[src/rtl/snitch_acc_issuer.sv]
// Core-side offload initiator: one-entry request register toward the accelerator, per-rd busy
// scoreboard with an outstanding-op counter, and a zero-latency response-to-writeback path.
module snitch_acc_issuer #(
  parameter int unsigned IdWidth        = 5,
  parameter int unsigned MaxOutstanding = 4
) (
  input  logic                    clk_i,
  input  logic                    rst_ni,
  input  logic                    issue_valid_i,
  output logic                    issue_ready_o,
  input  logic [31:0]             issue_op_i,
  input  logic [IdWidth-1:0]      issue_rd_i,
  input  logic [31:0]             issue_arga_i,
  input  logic [31:0]             issue_argb_i,
  input  logic [31:0]             issue_argc_i,
  output logic [31:0]             acc_qaddr_o,
  output logic [IdWidth-1:0]      acc_qid_o,
  output logic [31:0]             acc_qdata_op_o,
  output logic [31:0]             acc_qdata_arga_o,
  output logic [31:0]             acc_qdata_argb_o,
  output logic [31:0]             acc_qdata_argc_o,
  output logic                    acc_qvalid_o,
  input  logic                    acc_qready_i,
  input  logic [31:0]             acc_pdata_i,
  input  logic [IdWidth-1:0]      acc_pid_i,
  input  logic                    acc_perror_i,
  input  logic                    acc_pvalid_i,
  output logic                    acc_pready_o,
  output logic                    wb_valid_o,
  input  logic                    wb_ready_i,
  output logic [IdWidth-1:0]      wb_rd_o,
  output logic [31:0]             wb_data_o,
  output logic                    wb_error_o,
  output logic [2**IdWidth-1:0]   sb_busy_o,
  output logic                    idle_o,
  output logic                    spurious_o
);

  localparam int unsigned NumRegs  = 2**IdWidth;
  localparam int unsigned CntWidth = $clog2(MaxOutstanding + 1);
  localparam logic [CntWidth-1:0] MaxCnt = CntWidth'(MaxOutstanding);

  logic                 qvalid_q, qvalid_d;
  logic [IdWidth-1:0]   qid_q;
  logic [31:0]          qop_q, qarga_q, qargb_q, qargc_q;
  logic [NumRegs-1:0]   busy_q, busy_d, set_mask, clr_mask;
  logic [CntWidth-1:0]  count_q, count_d;
  logic                 spurious_q, spurious_d;
  logic                 issue_hs, wb_hs, slot_free;

  // Ready is forced low while reset is asserted so nothing is offered as accepted during reset.
  assign slot_free     = !qvalid_q | acc_qready_i;
  assign issue_ready_o = rst_ni & slot_free & !busy_q[issue_rd_i] & (count_q < MaxCnt);
  assign issue_hs      = issue_valid_i & issue_ready_o;
  assign wb_hs         = acc_pvalid_i & wb_ready_i;

  assign acc_qaddr_o      = '0;
  assign acc_qvalid_o     = qvalid_q;
  assign acc_qid_o        = qid_q;
  assign acc_qdata_op_o   = qop_q;
  assign acc_qdata_arga_o = qarga_q;
  assign acc_qdata_argb_o = qargb_q;
  assign acc_qdata_argc_o = qargc_q;

  assign wb_valid_o   = acc_pvalid_i;
  assign acc_pready_o = wb_ready_i;
  assign wb_rd_o      = acc_pid_i;
  assign wb_data_o    = acc_pdata_i;
  assign wb_error_o   = acc_perror_i;

  assign sb_busy_o  = busy_q;
  assign idle_o     = (count_q == '0);
  assign spurious_o = spurious_q;

  // x0 is never tracked: writes to it are discarded, so it can never cause a hazard.
  for (genvar gi = 0; gi < NumRegs; gi++) begin : g_sb
    assign set_mask[gi] = (gi != 0) && issue_hs && (issue_rd_i == IdWidth'(gi));
    assign clr_mask[gi] = wb_hs && (acc_pid_i == IdWidth'(gi));
  end

  always_comb begin
    qvalid_d   = qvalid_q;
    busy_d     = (busy_q & ~clr_mask) | set_mask;
    count_d    = count_q;
    spurious_d = spurious_q;
    if (issue_hs) begin
      qvalid_d = 1'b1;
    end else if (acc_qready_i) begin
      qvalid_d = 1'b0;
    end
    if (issue_hs && !wb_hs) begin
      count_d = count_q + 1'b1;
    end else if (!issue_hs && wb_hs && (count_q != '0)) begin
      count_d = count_q - 1'b1;
    end
    if (wb_hs && (acc_pid_i != '0) && !busy_q[acc_pid_i]) begin
      spurious_d = 1'b1;
    end
  end

  always_ff @(posedge clk_i or negedge rst_ni) begin
    if (!rst_ni) begin
      qvalid_q   <= 1'b0;
      qid_q      <= '0;
      qop_q      <= '0;
      qarga_q    <= '0;
      qargb_q    <= '0;
      qargc_q    <= '0;
      busy_q     <= '0;
      count_q    <= '0;
      spurious_q <= 1'b0;
    end else begin
      qvalid_q   <= qvalid_d;
      busy_q     <= busy_d;
      count_q    <= count_d;
      spurious_q <= spurious_d;
      if (issue_hs) begin
        qid_q   <= issue_rd_i;
        qop_q   <= issue_op_i;
        qarga_q <= issue_arga_i;
        qargb_q <= issue_argb_i;
        qargc_q <= issue_argc_i;
      end
    end
  end

endmodule
[config.mk]
export PLATFORM = sky130hd
export DESIGN_NAME = snitch_acc_issuer
export DESIGN_NICKNAME = d
export VERILOG_FILES = /design/src/rtl/snitch_acc_issuer.sv
export SDC_FILE = /design/constraint.sdc
export NUM_CORES = 1
export LEC_CHECK = 0
export ABC_AREA = 1
export CAP_MARGIN = 20
export CORE_AREA = 8 8 157 159
export CTS_CLUSTER_DIAMETER = 80
export CTS_CLUSTER_SIZE = 14
export DETAILED_ROUTE_END_ITERATION = 7
export DIE_AREA = 0 0 165 167
export PLACE_DENSITY = 0.8
export SKIP_CTS_REPAIR_TIMING = 1
export SLEW_MARGIN = 20
export SYNTH_ARGS = -nofsm -noshare
export SYNTH_HDL_FRONTEND = slang
export SYNTH_SLANG_ARGS = --single-unit
[constraint.sdc]
create_clock -name clk_i -period 2.2 [get_ports clk_i]
set_input_delay 0.66 -clock clk_i [delete_from_list [all_inputs] [get_ports clk_i]]
set_output_delay 0.66 -clock clk_i [all_outputs]
set_load 0.01 [all_outputs]
==> out/results.ini, run 1 <==
[status]
outcome=complete, but fails checks
violations=negative setup slack

[timing]
slew_headroom=0.3951
setup_slack_ps=-183.1
worstMarginPinSlew_ps=907.4
period_share=1.083
finClkSkew_ps=16.97
slew_viol_final=0
fmax_mhz=419.6
final_hold_viol_count=0
setup_viol=1
rsz0062_at_grt=yes
final.min_clock_period_ps=2383

[pwr]
ir_drop_mv=0.6664
total_power_uw=14500
power.leakage_uw=0.006130
powerDensity_nw_per_um2=1185

[clocking]
tritoncts=yes
clock-sinks=170
cts_root_buf=clkbuf_16
clkSlewWorstSetupHoldPaths_ps=80
insertion_delay_ps=430
cts_buffers=17
htreeDepth=4
clock_path_buffers=2

[layout]
syn2layout_area_growth_pct=57.44
drive_gt1_frac=0.1134
stdcell_count=1609
fin_area_um2=12240
nets=1488

[floorplan]
dieArea_um2=27560
start_util=0.3498
core.rowCount=55
die_h_um=167
die_w_um=165
coreArea_um2=22230
design.portCount=418

[drt]
detail_route.vias_per_cell=4.686
drt-initial-drc-count=403
post_drt_wl_per_cell_um=17.06
drc=0
finalWirelength_um=27440
ant_nets=0
first_pass_iters=5
via_count=7540

[worst_setup_path]
slowest_delay_ps=170
reg2reg_slack_ps=220
critPathMaxFanout=7
cp-end-kind=primary output
cpMaxStageDelayCell=o21ai_2
cp.required_ps=1540
path_cells=buf_6, buf_6, nand2_1, inv_1, nand2_1, nand3_1, nand2_1, nand2_2, o21ai_2, nand3_2, inv_2, buf_6
worstPathArrival_ps=1720
cp-start-kind=input port
critPathTopFamily=buffers and inverters
crit_type=input port to primary output
crit_buf_inv=5

[placed_design]
numPortBuffers=319
detailed_place.area_um2=11530
dp_worst_setup_slack_ps=-1252
dpl.hpwl_um=20930
post-place-cells=1571
gp_congestion=0.9060

[global_routing]
grt.total_usage=0.1937
grt-ovfl-total=0
grt_max_degree=71
antenna_found_initial=1
first_global_vias=7930
grt_pass1_wl_um=42260

[logic_synthesis]
ys_ff_latch=170
yosys.cell_types.count=27
syn_area_per_cell_um2=8.134
synthTopCellsByArea=dfrtp_1 55%, nand2_1 25%, buf_4 7.3%, o21ai_0 2.9%, buf_2 1.7%
yosysWarnings=0
synth_top_area_frac=0.5471
seq_area_frac_synth=0.5471
yosysTopAreaCell=dfrtp_1
synthCells=956
syn_area_um2=7776

[hold_path]
holdCritPathClass=input port to asynchronous set/reset pin

[flow_run]
cap_violations=0

==> cell usage after synthesis <==
cell type / n
inv_1: 22
o2bb2ai_1: 1
xor2_1: 1
a31oi_1: 1
conb_1: 1
a211oi_1: 2
nor2_2: 1
o21ai_2: 1
o2111ai_1: 1
nor2_1: 16
inv_2: 2
clkbuf_1: 13
o21ai_1: 10
a21oi_1: 4
nand4_1: 3
dfrtp_1: 170
nand3_1: 4
o21ai_0: 45
buf_2: 27
nand3b_1: 1
a22oi_1: 14
nand2_1: 522
nor3_1: 1
buf_4: 76
fa_1: 1
o211ai_1: 1
o31ai_1: 15
==> layout make-up <==
| cell class | instances | area, um^2 |
|---|---|---|
| Inverter | 24 | 95.09 |
| Fill cell | 1960 | 9985 |
| Clock buffer | 17 | 425.4 |
| Timing Repair Buffer | 419 | 4101 |
| Timing Repair inverter | 1 | 7.507 |
| Multi-Input combinational cell | 677 | 2825 |
| Antenna cell | 1 | 2.502 |
| Tap cell | 285 | 356.6 |
| Sequential cell | 170 | 4254 |
| Clock inverter | 15 | 175.2 |
==> report_power, final <==
part | internal (uW) | total (uW) | switching [uW]
Combinational | 3430 | 6290 | 2860
Sequential | 4430 | 5190 | 763
Clock | 1540 | 3020 | 1490
==> metrics by stage <==
stage	setup TNS (ps)	hold WS (ps)	utilization
floorplan	-13.93	364.4	-
global placement	-104570	458.8	0.5186
detailed placement	-115770	463.8	0.5186
CTS	-43020	283.4	0.5456
global route	-275.5	313.2	0.5508
finish	-183.1	278.7	0.5508
==> logic make-up after synthesis <==
group,share of synthesized area
AO/OA/AOI/OAI,0.07305
XOR/XNOR,0.001127
adder cells (fa/ha/maj),0.002575
buffers and inverters,0.1086
flip-flops,0.5471
other,0.0004822
AND/OR/NAND/NOR,0.2671
==> state kept, by name (all words and copies together), names as in the netlist <==
signal / count
acc_qdata_arga_o: 32
acc_qdata_argb_o: 32
acc_qdata_argc_o: 32
acc_qdata_op_o: 32
sb_busy_o: 32
acc_qid_o: 5
count_q: 3
acc_qvalid_o: 1
spurious_o: 1
==> metal layers <==
metal / track usage / share of wire / vias to the layer above
met5: 0 / 0 / -
met4: 0.07876 / 0.032 / 0
met3: 0.08259 / 0.11 / 59
met2: 0.3146 / 0.48 / 342
met1: 0.2191 / 0.38 / 3556
li1: - / - / 3583
==> cells in the final DEF, fill, tap and decap left out, types with 2 or more instances in the layout <==
cell | netlist | layout
a211oi_1 | 2 | 2
a21oi_1 | 4 | 4
a22oi_1 | 14 | 14
buf_12 | 0 | 9
buf_4 | 76 | 88
buf_6 | 0 | 6
clkbuf_16 | 0 | 17
clkdlybuf4s50_1 | 0 | 302
clkinv_4 | 0 | 3
clkinv_8 | 0 | 5
conb_1 | 1 | 32
dfrtp_1 | 170 | 170
dlymetal6s2s_1 | 0 | 13
inv_1 | 22 | 21
inv_4 | 0 | 2
inv_6 | 0 | 2
inv_8 | 0 | 4
nand2_1 | 522 | 517
nand2_2 | 0 | 5
nand3_1 | 4 | 3
nand4_1 | 3 | 3
nor2_1 | 16 | 16
o21ai_0 | 45 | 44
o21ai_1 | 10 | 10
o21ai_2 | 1 | 2
o31ai_1 | 15 | 15
==> path summary, 6_finish.rpt <==
| check | depth (start not counted) | start | to |
|---|---|---|---|
| max | 12 | issue_rd_i[0] | issue_ready_o |
| min | 2 | rst_ni | acc_qdata_arga_o[8] |
| max reg2reg | 14 | sb_busy_o[2] | count_q[2] |
| min reg2reg | 2 | acc_qdata_argc_o[7] | acc_qdata_argc_o[7] |
| max in group asynchronous | 3 | rst_ni | sb_busy_o[5] |
| min in group clk_i | 2 | acc_qready_i | acc_qvalid_o |
Note: power is estimated with default switching activity, not from simulation.
==> run 2: changes to the inputs <==
--- a/config.mk
+++ b/config.mk
@@ -12,7 +12,8 @@
 export CTS_CLUSTER_SIZE = 14
 export DETAILED_ROUTE_END_ITERATION = 7
 export DIE_AREA = 0 0 165 167
-export PLACE_DENSITY = 0.8
+export GPL_ROUTABILITY_DRIVEN = 0
+export PLACE_DENSITY = 0.74
 export SKIP_CTS_REPAIR_TIMING = 1
 export SLEW_MARGIN = 20
 export SYNTH_ARGS = -nofsm -noshare
==> run 2 against run 1 <==
  * The run still ends with negative setup slack left
  * Global-route usage rose by 0.074 points
  * Total power shrank 0.56%
  * Hold slack lost 4.3 ps
==> out/results.ini, run 2 (synthesized netlist as in run 1, its figures left out) <==
[status]
outcome=complete, but fails checks
violations=negative setup slack

[floorplan]
dieArea_um2=27560  ; unchanged
core.rowCount=55  ; unchanged
design.portCount=418  ; unchanged
coreArea_um2=22230  ; unchanged
start_util=0.3498  ; unchanged
die_h_um=167  ; unchanged
die_w_um=165  ; unchanged

[clocking]
clock-sinks=170  ; unchanged
cts_root_buf=clkbuf_16
insertion_delay_ps=420  ; about the same
htreeDepth=4  ; unchanged
clkSlewWorstSetupHoldPaths_ps=70  ; about the same
cts_buffers=17  ; unchanged
clock_path_buffers=2  ; unchanged
tritoncts=yes

[timing]
rsz0062_at_grt=yes
fin_setup_tns_ps=-381.2  ; -198.1 ps
slew_viol_final=0  ; unchanged
finClkSkew_ps=12.68  ; -4.291 ps
worstMarginPinSlew_ps=880.1  ; -27.24 ps
period_share=1.109  ; +0.02567
fmax_mhz=409.9  ; -2.3%
final_hold_viol_count=0  ; unchanged
final.min_clock_period_ps=2440  ; +56.47 ps
setup_slack_ps=-239.6  ; -56.47 ps
slew_headroom=0.4132  ; +0.01816
setup_viol=3  ; +2

[layout]
stdcell_count=1614  ; +0.31%
final_common_cell=nand2_1
syn2layout_area_growth_pct=58.54
n_fill_cell=1959  ; -0.051%
nets=1494  ; +0.40%
n_antenna_cell=0  ; -1
layout_common_cells=511 x nand2_1, 304 x clkdlybuf4s50_1, 170 x dfrtp_1, 89 x buf_4, 45 x o21ai_0
drive_gt1_frac=0.1264  ; +0.01303

[drt]
drc=0  ; unchanged
drt-initial-drc-count=419  ; +4.0%
first_pass_iters=5  ; unchanged
via_count=7521  ; -0.25%
ant_nets=0  ; unchanged
finalWirelength_um=27410  ; -0.11%
post_drt_wl_per_cell_um=16.99  ; -0.42%
detail_route.vias_per_cell=4.660  ; -0.56%

[global_routing]
first_global_vias=7720  ; -2.6%
grt_max_degree=144  ; +100%
antenna_found_initial=0  ; -1
grt.total_usage=0.1944  ; +0.0007399
grt-ovfl-total=0  ; unchanged
grt_pass1_wl_um=42350  ; +0.20%

[worst_setup_path]
worstPathArrival_ps=1780  ; +60 ps
slowest_delay_ps=180  ; about the same
path_cells=buf_12, buf_6, nand2_1, inv_1, nand2_1, nand3_1, nand2_1, nand2_1, o21ai_2, nand3_2, inv_2, buf_6
worstSetupStartpoint=issue_rd_i[0]
crit_type=input port to primary output
reg2regPathDepth=16  ; +2
critical_path_depth=12  ; unchanged
critPathMaxFanout=8  ; +1
cp.required_ps=1540  ; about the same
cp-end-kind=primary output
critPathMostFrequentCell=nand2_1
reg2reg_to=count_q[1]
cp-endpoint=issue_ready_o
cpMaxStageDelayCell=o21ai_2
r2r_start=sb_busy_o[16]
reg2reg_slack_ps=-10  ; -230 ps
critPathTopFamily=buffers and inverters
crit_buf_inv=5  ; unchanged
cp-start-kind=input port

[hold_path]
holdCritPathClass=input port to asynchronous set/reset pin

[pwr]
powerDensity_nw_per_um2=1170  ; -1.3%
power.leakage_uw=0.006116  ; -0.23%
ir_drop_mv=0.6136  ; -7.9%

[flow_run]
cap_violations=0  ; unchanged

[placed_design]
dpl.hpwl_um=20770  ; -0.73%
post-place-cells=1575  ; +0.25%
numPortBuffers=319  ; unchanged

[run 2: changes by cell type in the layout (fill, tap and decap cells not counted), sizes merged, moves of 2 or more]
| cell | previous run | this run |
|---|---|---|
| clkinvlp | 1 | 6 |
| buf | 103 | 109 |
| clkdlybuf4s50 | 302 | 304 |
| dlymetal6s2s | 13 | 11 |
| clkinv | 9 | 2 |
[run 2: worst reg2reg max path, stage by stage, from the launching register on]
cell and delay (ps):
dfrtp_1 390, nand2_1 70, nand2_1 50, nand2_1 60, nand2_1 60, nand2_1 70
nand2_2 80, buf_6 120, buf_6 100, buf_6 110, nor2_4 90, nor2_2 50
nor2_1 90, nand4_1 170, fa_2 560, nand2_1 50, nand2_1 50
[run 2: final cells by class]
type	instances	area, um^2	share of cell area
Timing Repair Buffer	425	4182	0.3392
Sequential cell	170	4254	0.3451
Tap cell	285	356.6	0.02893
Inverter	24	97.59	0.007916
Clock buffer	18	429.2	0.03481
Multi-Input combinational cell	677	2868	0.2326
Clock inverter	14	133.9	0.01086
Timing Repair inverter	1	7.507	0.0006090
[run 2: metal layers]
metal  up-vias  track usage  wire (um)
li1       3605            -          -
met1      3489       0.2211      10180
met2       375       0.3210      13230
met3        52      0.08851       3485
met4         0      0.05564        522
met5         -            0          0
[run 2: worst min path at each step]
| stage | startpoint | endpoint | slack, ps | cells after the start |
|---|---|---|---|---|
| after floorplan | rst_ni | acc_qdata_arga_o[0] | 360 | 0 |
| after global placement | acc_qdata_argc_o[8] | acc_qdata_argc_o[8] | 460 | 2 |
| after detailed placement | acc_qdata_op_o[17] | acc_qdata_op_o[17] | 460 | 2 |
| after CTS | rst_ni | acc_qdata_argc_o[21] | 270 | 2 |
| after global routing | rst_ni | acc_qdata_argc_o[21] | 290 | 2 |
| final | rst_ni | acc_qdata_argc_o[21] | 270 | 2 |
[run 2: per-stage QoR]
step	total power (uW)	util	cell area, um^2	hold WS (ps)	setup slack (ps)
4_1_cts	14520	0.5458	12130	273.9	-1192
6_report	14420	0.5546	12330	274.5	-239.6
2_1_floorplan	7534	-	7893	364.4	-13.93
5_1_grt	15330	0.5546	12330	285.6	-315.1
3_3_place_gp	11440	0.5205	11570	460.5	-1163
3_5_place_dp	11550	0.5205	11570	463.9	-1175
[run 2: power by group]
part / switching, uW / internal, uW / total [uW] / leakage [uW]
sequential: 764 / 4430 / 5200 / 0.00214
combinational: 2870 / 3470 / 6340 / 0.00372
clock: 1390 / 1500 / 2890 / 0.000260
==> run 3: changes to the inputs <==
--- a/config.mk
+++ b/config.mk
@@ -14,6 +14,7 @@
 export DIE_AREA = 0 0 165 167
 export GPL_ROUTABILITY_DRIVEN = 0
 export PLACE_DENSITY = 0.74
+export SETUP_SLACK_MARGIN = 0.15
 export SKIP_CTS_REPAIR_TIMING = 1
 export SLEW_MARGIN = 20
 export SYNTH_ARGS = -nofsm -noshare
==> run 3 against run 2 <==
  * Critical path type unchanged
  * First-iteration DRC count increased by 38%
  * Total power increased by 7.1%
  * The flow still finishes with violations (negative setup slack)
  * Largest cell class is now non-clock buffers
  * Highest routed layer unchanged
  * Clock power increased by 4%
==> out/results.ini, run 3 (synthesized netlist as in run 1, its figures left out) <==
[pwr]
ir_drop_mv=0.7458  ; +22%
total_power_uw=15450  ; +7.1%
powerDensity_nw_per_um2=1110  ; -5.1%
power.leakage_uw=0.007986  ; +31%

[timing]
finClkSkew_ps=19.98  ; +7.301 ps
worstMarginPinSlew_ps=908.4  ; +28.23 ps
hold_slack_ps=470.1  ; +195.7 ps
final_hold_viol_count=0  ; unchanged
slew_viol_final=0  ; unchanged
period_share=1.127  ; +0.01838
final.min_clock_period_ps=2480  ; +40.43 ps
slew_headroom=0.3944  ; -0.01882
fin_setup_tns_ps=-444.7  ; -63.46 ps
setup_slack_ps=-280.0  ; -40.43 ps
fmax_mhz=403.2  ; -1.6%
rsz0062_at_grt=yes
setup_viol=12  ; +9

[placed_design]
numPortBuffers=319  ; unchanged
dp_worst_setup_slack_ps=-1218  ; -42.67 ps
dpl.hpwl_um=20970  ; +0.95%

[drt]
finalWirelength_um=33020  ; +20%
drc=0  ; unchanged
drt-initial-drc-count=580  ; +38%
first_pass_iters=6  ; +1
post_drt_wl_per_cell_um=19.92  ; +17%
detail_route.vias_per_cell=4.876  ; +4.6%
via_count=8079  ; +7.4%
ant_nets=0  ; unchanged

[worst_setup_path]
cp-start-kind=input port
cp.required_ps=1540  ; about the same
critPathMostFrequentCell=nand2_1
slowest_delay_ps=180  ; about the same
cp-end-kind=primary output
worstPathArrival_ps=1820  ; +40 ps
crit_type=input port to primary output
cpMaxStageDelayCell=o21ai_2
critPathMaxFanout=5  ; -3
path_cells=buf_12, buf_12, buf_6, nand2_2, inv_2, nand2_1, nand3_1, nand2_1, nand2_1, o21ai_2, nand3_2, inv_2, buf_6

[global_routing]
first_global_vias=7786  ; +0.85%
grt_max_degree=106  ; -26%
grt-ovfl-total=0  ; unchanged
grt.total_usage=0.1978  ; +0.003362
antenna_found_initial=2  ; +2
grt_pass1_wl_um=42880  ; +1.3%

[layout]
seqCellArea_um2=4254  ; unchanged
drive_gt1_frac=0.2044  ; +0.07797
syn2layout_area_growth_pct=78.97
n_fill_cell=1757  ; -10%
multi_input_comb_area_um2=3247  ; +13%
final_common_cell=nand2_1
nets=1535  ; +2.7%
layout_common_cells=471 x nand2_1, 208 x clkdlybuf4s50_1, 170 x dfrtp_1, 108 x dlymetal6s2s_1, 85 x buf_4

[floorplan]
die_w_um=165  ; unchanged
dieArea_um2=27560  ; unchanged
core.rowCount=55  ; unchanged
die_h_um=167  ; unchanged
start_util=0.3498  ; unchanged
design.portCount=418  ; unchanged
coreArea_um2=22230  ; unchanged

[clocking]
htreeDepth=4  ; unchanged
clkSlewWorstSetupHoldPaths_ps=70  ; about the same
clock-sinks=170  ; unchanged
clock_path_buffers=2  ; unchanged
cts_root_buf=clkbuf_16
tritoncts=yes
cts_buffers=17  ; unchanged
insertion_delay_ps=430  ; about the same

[hold_path]
holdCritPathClass=input port to asynchronous set/reset pin

[status]
outcome=complete, but fails checks
violations=negative setup slack

[flow_run]
cap_violations=0  ; unchanged

## run 3: cell types whose count changed in the layout (fill, tap and decap cells not counted), moves of 12 or more
cell             change
nand2_1             -40
dlymetal6s2s_1      +97
clkbuf_16           +24
o21ai_2             +15
nand2_2             +31
o21ai_0             -12
clkdlybuf4s50_1     -96
o31ai_1             -13
## run 3: path summary, 6_finish.rpt
check                                     startpoint              endpoint  slack, ps  cells after the start
worst max register to register         sb_busy_o[23]         sb_busy_o[21]        100                     15
worst min-delay path                          rst_ni          acc_qid_o[4]        470                      2
worst min register to register  acc_qdata_argb_o[25]  acc_qdata_argb_o[25]        480                      2
max in group asynchronous                     rst_ni    acc_qdata_op_o[23]        630                      3
worst max-delay path                   issue_rd_i[0]         issue_ready_o       -280                     13
min in group clk_i              acc_qdata_argb_o[25]  acc_qdata_argb_o[25]        480                      2
## run 3: stage by stage
| step | std cells | utilization | area, um^2 |
|---|---|---|---|
| floorplan | 987 | - | 7941 |
| global placement | 1576 | 0.5230 | 11620 |
| detailed placement | 1576 | 0.5230 | 11620 |
| CTS | 1608 | 0.5495 | 12210 |
| global route | 1657 | 0.6261 | 13920 |
| finish | 1657 | 0.6261 | 13920 |
## run 3: cell type report
type / instances / share of cell area
sequential: 170 / 0.3057
tap: 285 / 0.02562
timing repair buffer: 467 / 0.3854
multi-input combinational: 677 / 0.2333
inverter: 24 / 0.007372
antenna: 2 / 0.0003596
clock buffer: 18 / 0.03156
clock inverter: 14 / 0.01070
## run 3: layer usage
metal	track usage	up-vias	part of all wire	wire length [um]
met5	0	-	0	0
met4	0.06505	0	0.028	914
met3	0.08259	77	0.11	3560
met2	0.3201	439	0.49	16230
met1	0.2319	3876	0.37	12310
li1	-	3687	-	-
## run 3: critical path, delay by kind of cell
kind	cells	cell delay, ps
compound gates	1	180
simple gates	6	400
buf+inv	6	560
## run 3: power breakdown
| group | switching (uW) | leakage, uW | internal, uW | total, uW |
|---|---|---|---|---|
| Clock | 1460 | 0.000290 | 1550 | 3010 |
| Sequential | 843 | 0.00214 | 4430 | 5270 |
| Combinational | 3300 | 0.00556 | 3870 | 7160 |
| Total | 5600 | 0.00799 | 9850 | 15500 |
